### config.mk
export PLATFORM = sky130hd
export DESIGN_NAME = stream_pkt_arbiter
export DESIGN_NICKNAME = d
export VERILOG_FILES = /design/src/rtl/stream_pkt_arbiter.sv
export SDC_FILE = /design/constraint.sdc
export NUM_CORES = 1
export LEC_CHECK = 0
export ABC_AREA = 1
export BUFFER_PORTS_ARGS = -buffer_cell sky130_fd_sc_hd__buf_2
export CAP_MARGIN = 10
export CORE_AREA = 3 3 135 137
export CTS_BUF_LIST = sky130_fd_sc_hd__clkbuf_4 sky130_fd_sc_hd__clkbuf_8
export CTS_CLUSTER_DIAMETER = 50
export CTS_CLUSTER_SIZE = 24
export DETAILED_ROUTE_END_ITERATION = 16
export DIE_AREA = 0 0 138 140
export GPL_TIMING_DRIVEN = 0
export SYNTH_ARGS = -nofsm -noshare
export SYNTH_HDL_FRONTEND = slang
export SYNTH_SLANG_ARGS = --single-unit
### constraint.sdc
create_clock -name clk -period 2.8 [get_ports clk]
set_clock_uncertainty 0.2 [all_clocks]
set_input_delay 0.28 -clock clk [delete_from_list [all_inputs] [get_ports clk]]
set_output_delay 0.28 -clock clk [all_outputs]
set_load 0.05 [all_outputs]
### src/rtl/stream_pkt_arbiter.sv
// Packet-level round-robin arbiter: shares one output stream between NUM_REQ lanes,
// holding each grant from sop to accepted eop and pushing the packet's compression flag at eop.
`ifndef AXI_DATA_WIDTH
`define AXI_DATA_WIDTH 64
`endif

module stream_pkt_arbiter #(
    parameter int DATA_WIDTH = `AXI_DATA_WIDTH,
    parameter int NUM_REQ    = 4,
    parameter int ID_W       = $clog2(NUM_REQ)
) (
    input  logic                          clk,
    input  logic                          rst,
    input  logic [NUM_REQ-1:0]            s_valid,
    input  logic [NUM_REQ*DATA_WIDTH-1:0] s_data,
    input  logic [NUM_REQ-1:0]            s_sop,
    input  logic [NUM_REQ-1:0]            s_eop,
    input  logic [NUM_REQ-1:0]            s_comp_flag,
    output logic [NUM_REQ-1:0]            s_ready,
    output logic                          m_valid,
    output logic [DATA_WIDTH-1:0]         m_data,
    output logic                          m_sop,
    output logic                          m_eop,
    output logic [ID_W-1:0]               m_src_id,
    input  logic                          m_ready,
    input  logic                          flag_full,
    output logic                          comp_flag,
    output logic                          comp_flag_valid,
    output logic                          err_sop
);

    typedef enum logic {IDLE, BUSY} state_t;

    state_t          r_state;
    state_t          w_state_nxt;
    logic [ID_W-1:0] r_grant;
    logic [ID_W-1:0] r_last_grant;
    logic            r_flag;
    logic            r_first;
    logic            r_err;

    logic [NUM_REQ-1:0]    w_eligible;
    logic                  w_found;
    logic [ID_W-1:0]       w_winner;
    logic                  w_winner_flag;
    logic                  w_lane_valid;
    logic [DATA_WIDTH-1:0] w_lane_data;
    logic                  w_lane_sop;
    logic                  w_lane_eop;
    logic                  w_grant_now;
    logic                  w_push;
    logic                  w_err_set;

    assign w_eligible = s_valid & s_sop;

    // Scan last_grant+1, last_grant+2, ... and take the first eligible lane.
    always_comb begin
        // NOTE: every combinational output gets a default first, so no path can infer a latch.
        w_found       = 1'b0;
        w_winner      = '0;
        w_winner_flag = 1'b0;
        for (int k = 1; k <= NUM_REQ; k++) begin
            for (int j = 0; j < NUM_REQ; j++) begin
                if (!w_found && w_eligible[j] && (j == (int'(r_last_grant) + k) % NUM_REQ)) begin
                    w_found       = 1'b1;
                    w_winner      = ID_W'(j);
                    w_winner_flag = s_comp_flag[j];
                end
            end
        end
    end

    always_comb begin
        w_lane_valid = 1'b0;
        w_lane_data  = '0;
        w_lane_sop   = 1'b0;
        w_lane_eop   = 1'b0;
        for (int i = 0; i < NUM_REQ; i++) begin
            if (ID_W'(i) == r_grant) begin
                w_lane_valid = s_valid[i];
                w_lane_data  = s_data[i*DATA_WIDTH +: DATA_WIDTH];
                w_lane_sop   = s_sop[i];
                w_lane_eop   = s_eop[i];
            end
        end
    end

    always_comb begin
        w_state_nxt = r_state;
        w_grant_now = 1'b0;
        w_push      = 1'b0;
        w_err_set   = 1'b0;
        s_ready     = '0;
        m_valid     = 1'b0;
        m_data      = '0;
        m_sop       = 1'b0;
        m_eop       = 1'b0;
        case (r_state)
            IDLE: begin
                w_err_set = |(s_valid & ~s_sop);
                if (w_found && !flag_full) begin
                    w_grant_now = 1'b1;
                    w_state_nxt = BUSY;
                end
            end
            BUSY: begin
                m_valid = w_lane_valid;
                m_data  = w_lane_data;
                m_sop   = w_lane_sop;
                m_eop   = w_lane_eop;
                for (int i = 0; i < NUM_REQ; i++) begin
                    s_ready[i] = (ID_W'(i) == r_grant) && m_ready;
                end
                // A repeated sop after the first beat is flagged but still forwarded.
                w_err_set = w_lane_valid && w_lane_sop && !r_first;
                w_push    = w_lane_valid && m_ready && w_lane_eop;
                if (w_push) begin
                    w_state_nxt = IDLE;
                end
            end
            default: w_state_nxt = IDLE;
        endcase
    end

    // NOTE: state registers use non-blocking assignments so every register samples pre-edge values.
    always_ff @(posedge clk or posedge rst) begin
        if (rst) begin
            r_state      <= IDLE;
            r_grant      <= '0;
            r_last_grant <= ID_W'(NUM_REQ - 1);
            r_flag       <= 1'b0;
            r_first      <= 1'b0;
            r_err        <= 1'b0;
        end else begin
            r_state <= w_state_nxt;
            if (w_grant_now) begin
                r_grant <= w_winner;
                r_flag  <= w_winner_flag;
                r_first <= 1'b1;
            end else if (r_state == BUSY && w_lane_valid && m_ready) begin
                r_first <= 1'b0;
            end
            if (w_push) begin
                r_last_grant <= r_grant;
            end
            if (w_err_set) begin
                r_err <= 1'b1;
            end
        end
    end

    assign m_src_id        = r_grant;
    assign comp_flag       = w_push ? r_flag : 1'b0;
    assign comp_flag_valid = w_push;
    assign err_sop         = r_err;

endmodule

==> results.ini <==
[min_path]
min_path_cells = 4
min_path_type = in -> reg

[placement]
placed_cell_area_um2 = 5170
dp_hpwl_um = 15800
port_buffers = 351
dp_slack_ns = -0.736
gp_congestion = 0.915
dp_cells = 1152

[sta]
finalCriticalPeriod_ns = 2.65
hold_viol_final = 0
timing.hold.ws_ns = 0.229
max_freq_mhz = 377
post-route-period-util_pct = 94.7
worstMarginPinSlew_ns = 1.19
slew_viol_final = 0
timing.final.ws_setup_ns = 0.147
max_slew_margin_pct = 20.5
finalSetupViolCount = 0
rsz0062_at_grt = false
setup_tns_ns = 0

[clock_network]
htreeDepth = 1
root_buffer = clkbuf_8
clock_latency_ns = 0.23
clk_pin_slew_ns = 0.04
clkSinkCount = 8
cts_buffers = 3
cts_tree = yes
clockBufferDepth = 2

[floorplanning]
die_h_um = 140
placementRows = 48
core_area_um2 = 17200
initial_core_util_pct = 17.2
dieArea_um2 = 19300
ioPinCount = 352
die_w_um = 138

[global_routing]
antenna_found_initial = 0
grt_usage_pct = 17.6
grt_pass1_wl_um = 28100
grt_max_degree = 11
grt_pass1_vias = 5233
grt_remaining_overflow = 0

[critical_path]
ff2ff_path_depth = 15
crit_fanout = 10
cp.arrival_ns = 2.17
crit_type = reg -> out
cp.required_ns = 2.32
end_kind = output port
start_kind = flop

[layout]
post-route-util_pct = 31.0
final_cell_mix = buf_2 (342), nand2_1 (95), nor2_1 (90)
layout_commonest_cell = buf_2
fin_nets = 1210
multiInputGateArea_um2 = 2500
areaGrowthSynthToFinish_pct = 80.7
drive_gt1_share_pct = 46.5
fin_area_um2 = 5330
stdcell_count = 1158
seq_area_um2 = 205
fillers = 2024
diodes = 0

[drt]
vias = 5490
wl_um = 18800
viasPerCell = 4.74
drt-wirelength-per-cell_um = 16.3
wl_met2_um = 9350
ant_nets = 0
drt_iter0_markers = 339
top_layer_used = met4
wl_met1_um = 8010
wl_met3_um = 1210
drc_errors = 0
firstDrtPassIters = 5

[yosys]
synthAdderAreaFrac_pct = 0
synth_edf_count = 0
synth_mux_area_share_pct = 0
synth-async-reset-ratio_pct = 100
synth_fp_nets = 852
synth-compound-area-share_pct = 32.7
synthFlopType = dfrtp_1
syn_area_um2 = 2950
syn_area_per_cell_um2 = 5.12
seq_area_frac_synth_pct = 6.87
yosysWarnings = 0
synth-simple-area-share_pct = 45.5
synth_seq_cells = 8
postSynthCellCount = 576
synthXorXnorAreaFrac_pct = 0
synth_top_family_by_area = simple AND/OR/NAND/NOR gates
synth_cell_types = 27

[run_status]
outcome = finished, final reports clean

[power_and_ir_drop]
cellPowerDensity_nw_per_um2 = 1320
leakage_nw = 2.97
vdd_drop_max_uv = 910
fin_total_pwr_mw = 7.02

[run]
maxCapViolCount = 0

==> state kept, by name, indices dropped and copies added (netlist names) <==
| register | cells |
|---|---|
| m_src_id | 2 |
| r_first | 1 |
| r_last_grant | 2 |
| err_sop | 1 |
| r_state | 1 |
| r_flag | 1 |
==> what timing repair did <==
item                       in CTS  in global routing
cloned                          0                  0
buffers inserted                1                  0
hold buffers                    1                  0
gates resized for setup        34                 30
hold endpoints to repair        6                  0
pin swaps                       1                  0
setup endpoints to repair      73                 52
==> cell families (layout without fill, tap and decap cells) <==
logic type | Yosys count | after routing
and+or+nand+nor | 302 | 302
buffers and inverters | 117 | 474
DFF | 8 | 8
AOI/OAI and AO/OA | 149 | 149
==> final cells by class <==
| class | instances | share of cell area, % |
|---|---|---|
| repair buffers | 353 | 33.8 |
| multi-input cells | 451 | 46.9 |
| plain buffers | 45 | 4.15 |
| well taps | 225 | 5.28 |
| flip-flops and latches | 8 | 3.85 |
| clock buffers | 4 | 0.915 |
| inverters | 72 | 5.07 |
==> worst max-delay path, stage by stage, from the launching register on <==
cell and delay, ns:
dfrtp_2 0.43, buf_2 0.27, clkbuf_1 0.35, o21ai_0 0.25
nand3_1 0.16, o211ai_1 0.13, inv_1 0.09, buf_2 0.26
==> layer usage <==
metal / vias to the layer above / GRT usage [%]
met5: - / 0
met4: 0 / 3.38
met3: 20 / 2.19
met2: 253 / 31.2
met1: 2515 / 23.1
li1: 2702 / -
==> report_power, final <==
part / total, mW / switching (mW) / internal, mW / leakage [nW]
logic: 6.63 / 4.89 / 1.74 / 2.86
clock network: 0.155 / 0.0465 / 0.108 / 0.0262
registers: 0.240 / 0.0672 / 0.172 / 0.0879
==> cell usage after synthesis (all sizes together) (5+ instances only) <==
master,count,area [µm²]
nand2,102,395
nor2,96,378
nand3,88,453
inv,72,270
o21ai,47,235
clkbuf,40,150
o211ai,36,270
a21oi,34,181
o221ai,31,272
nand4,11,75.1
dfrtp,6,150
buf,5,20.0
==> final timing paths <==
check / endpoint / startpoint / slack, ns
worst max-delay path: m_data[16] / m_src_id[1]$_DFFE_PP0P_ / 0.15
worst min-delay path: r_state$_DFF_PP0_ / m_ready / 0.23
worst max register to register: r_flag$_DFFE_PP0P_ / r_last_grant[1]$_DFFE_PP1P_ / 0.47
worst min register to register: err_sop$_DFFE_PP0P_ / err_sop$_DFFE_PP0P_ / 0.27
max in group asynchronous: r_last_grant[1]$_DFFE_PP1P_ / rst / 1.76
min in group asynchronous: r_state$_DFF_PP0_ / rst / 0.35
Power figures use the tool's default switching activity.
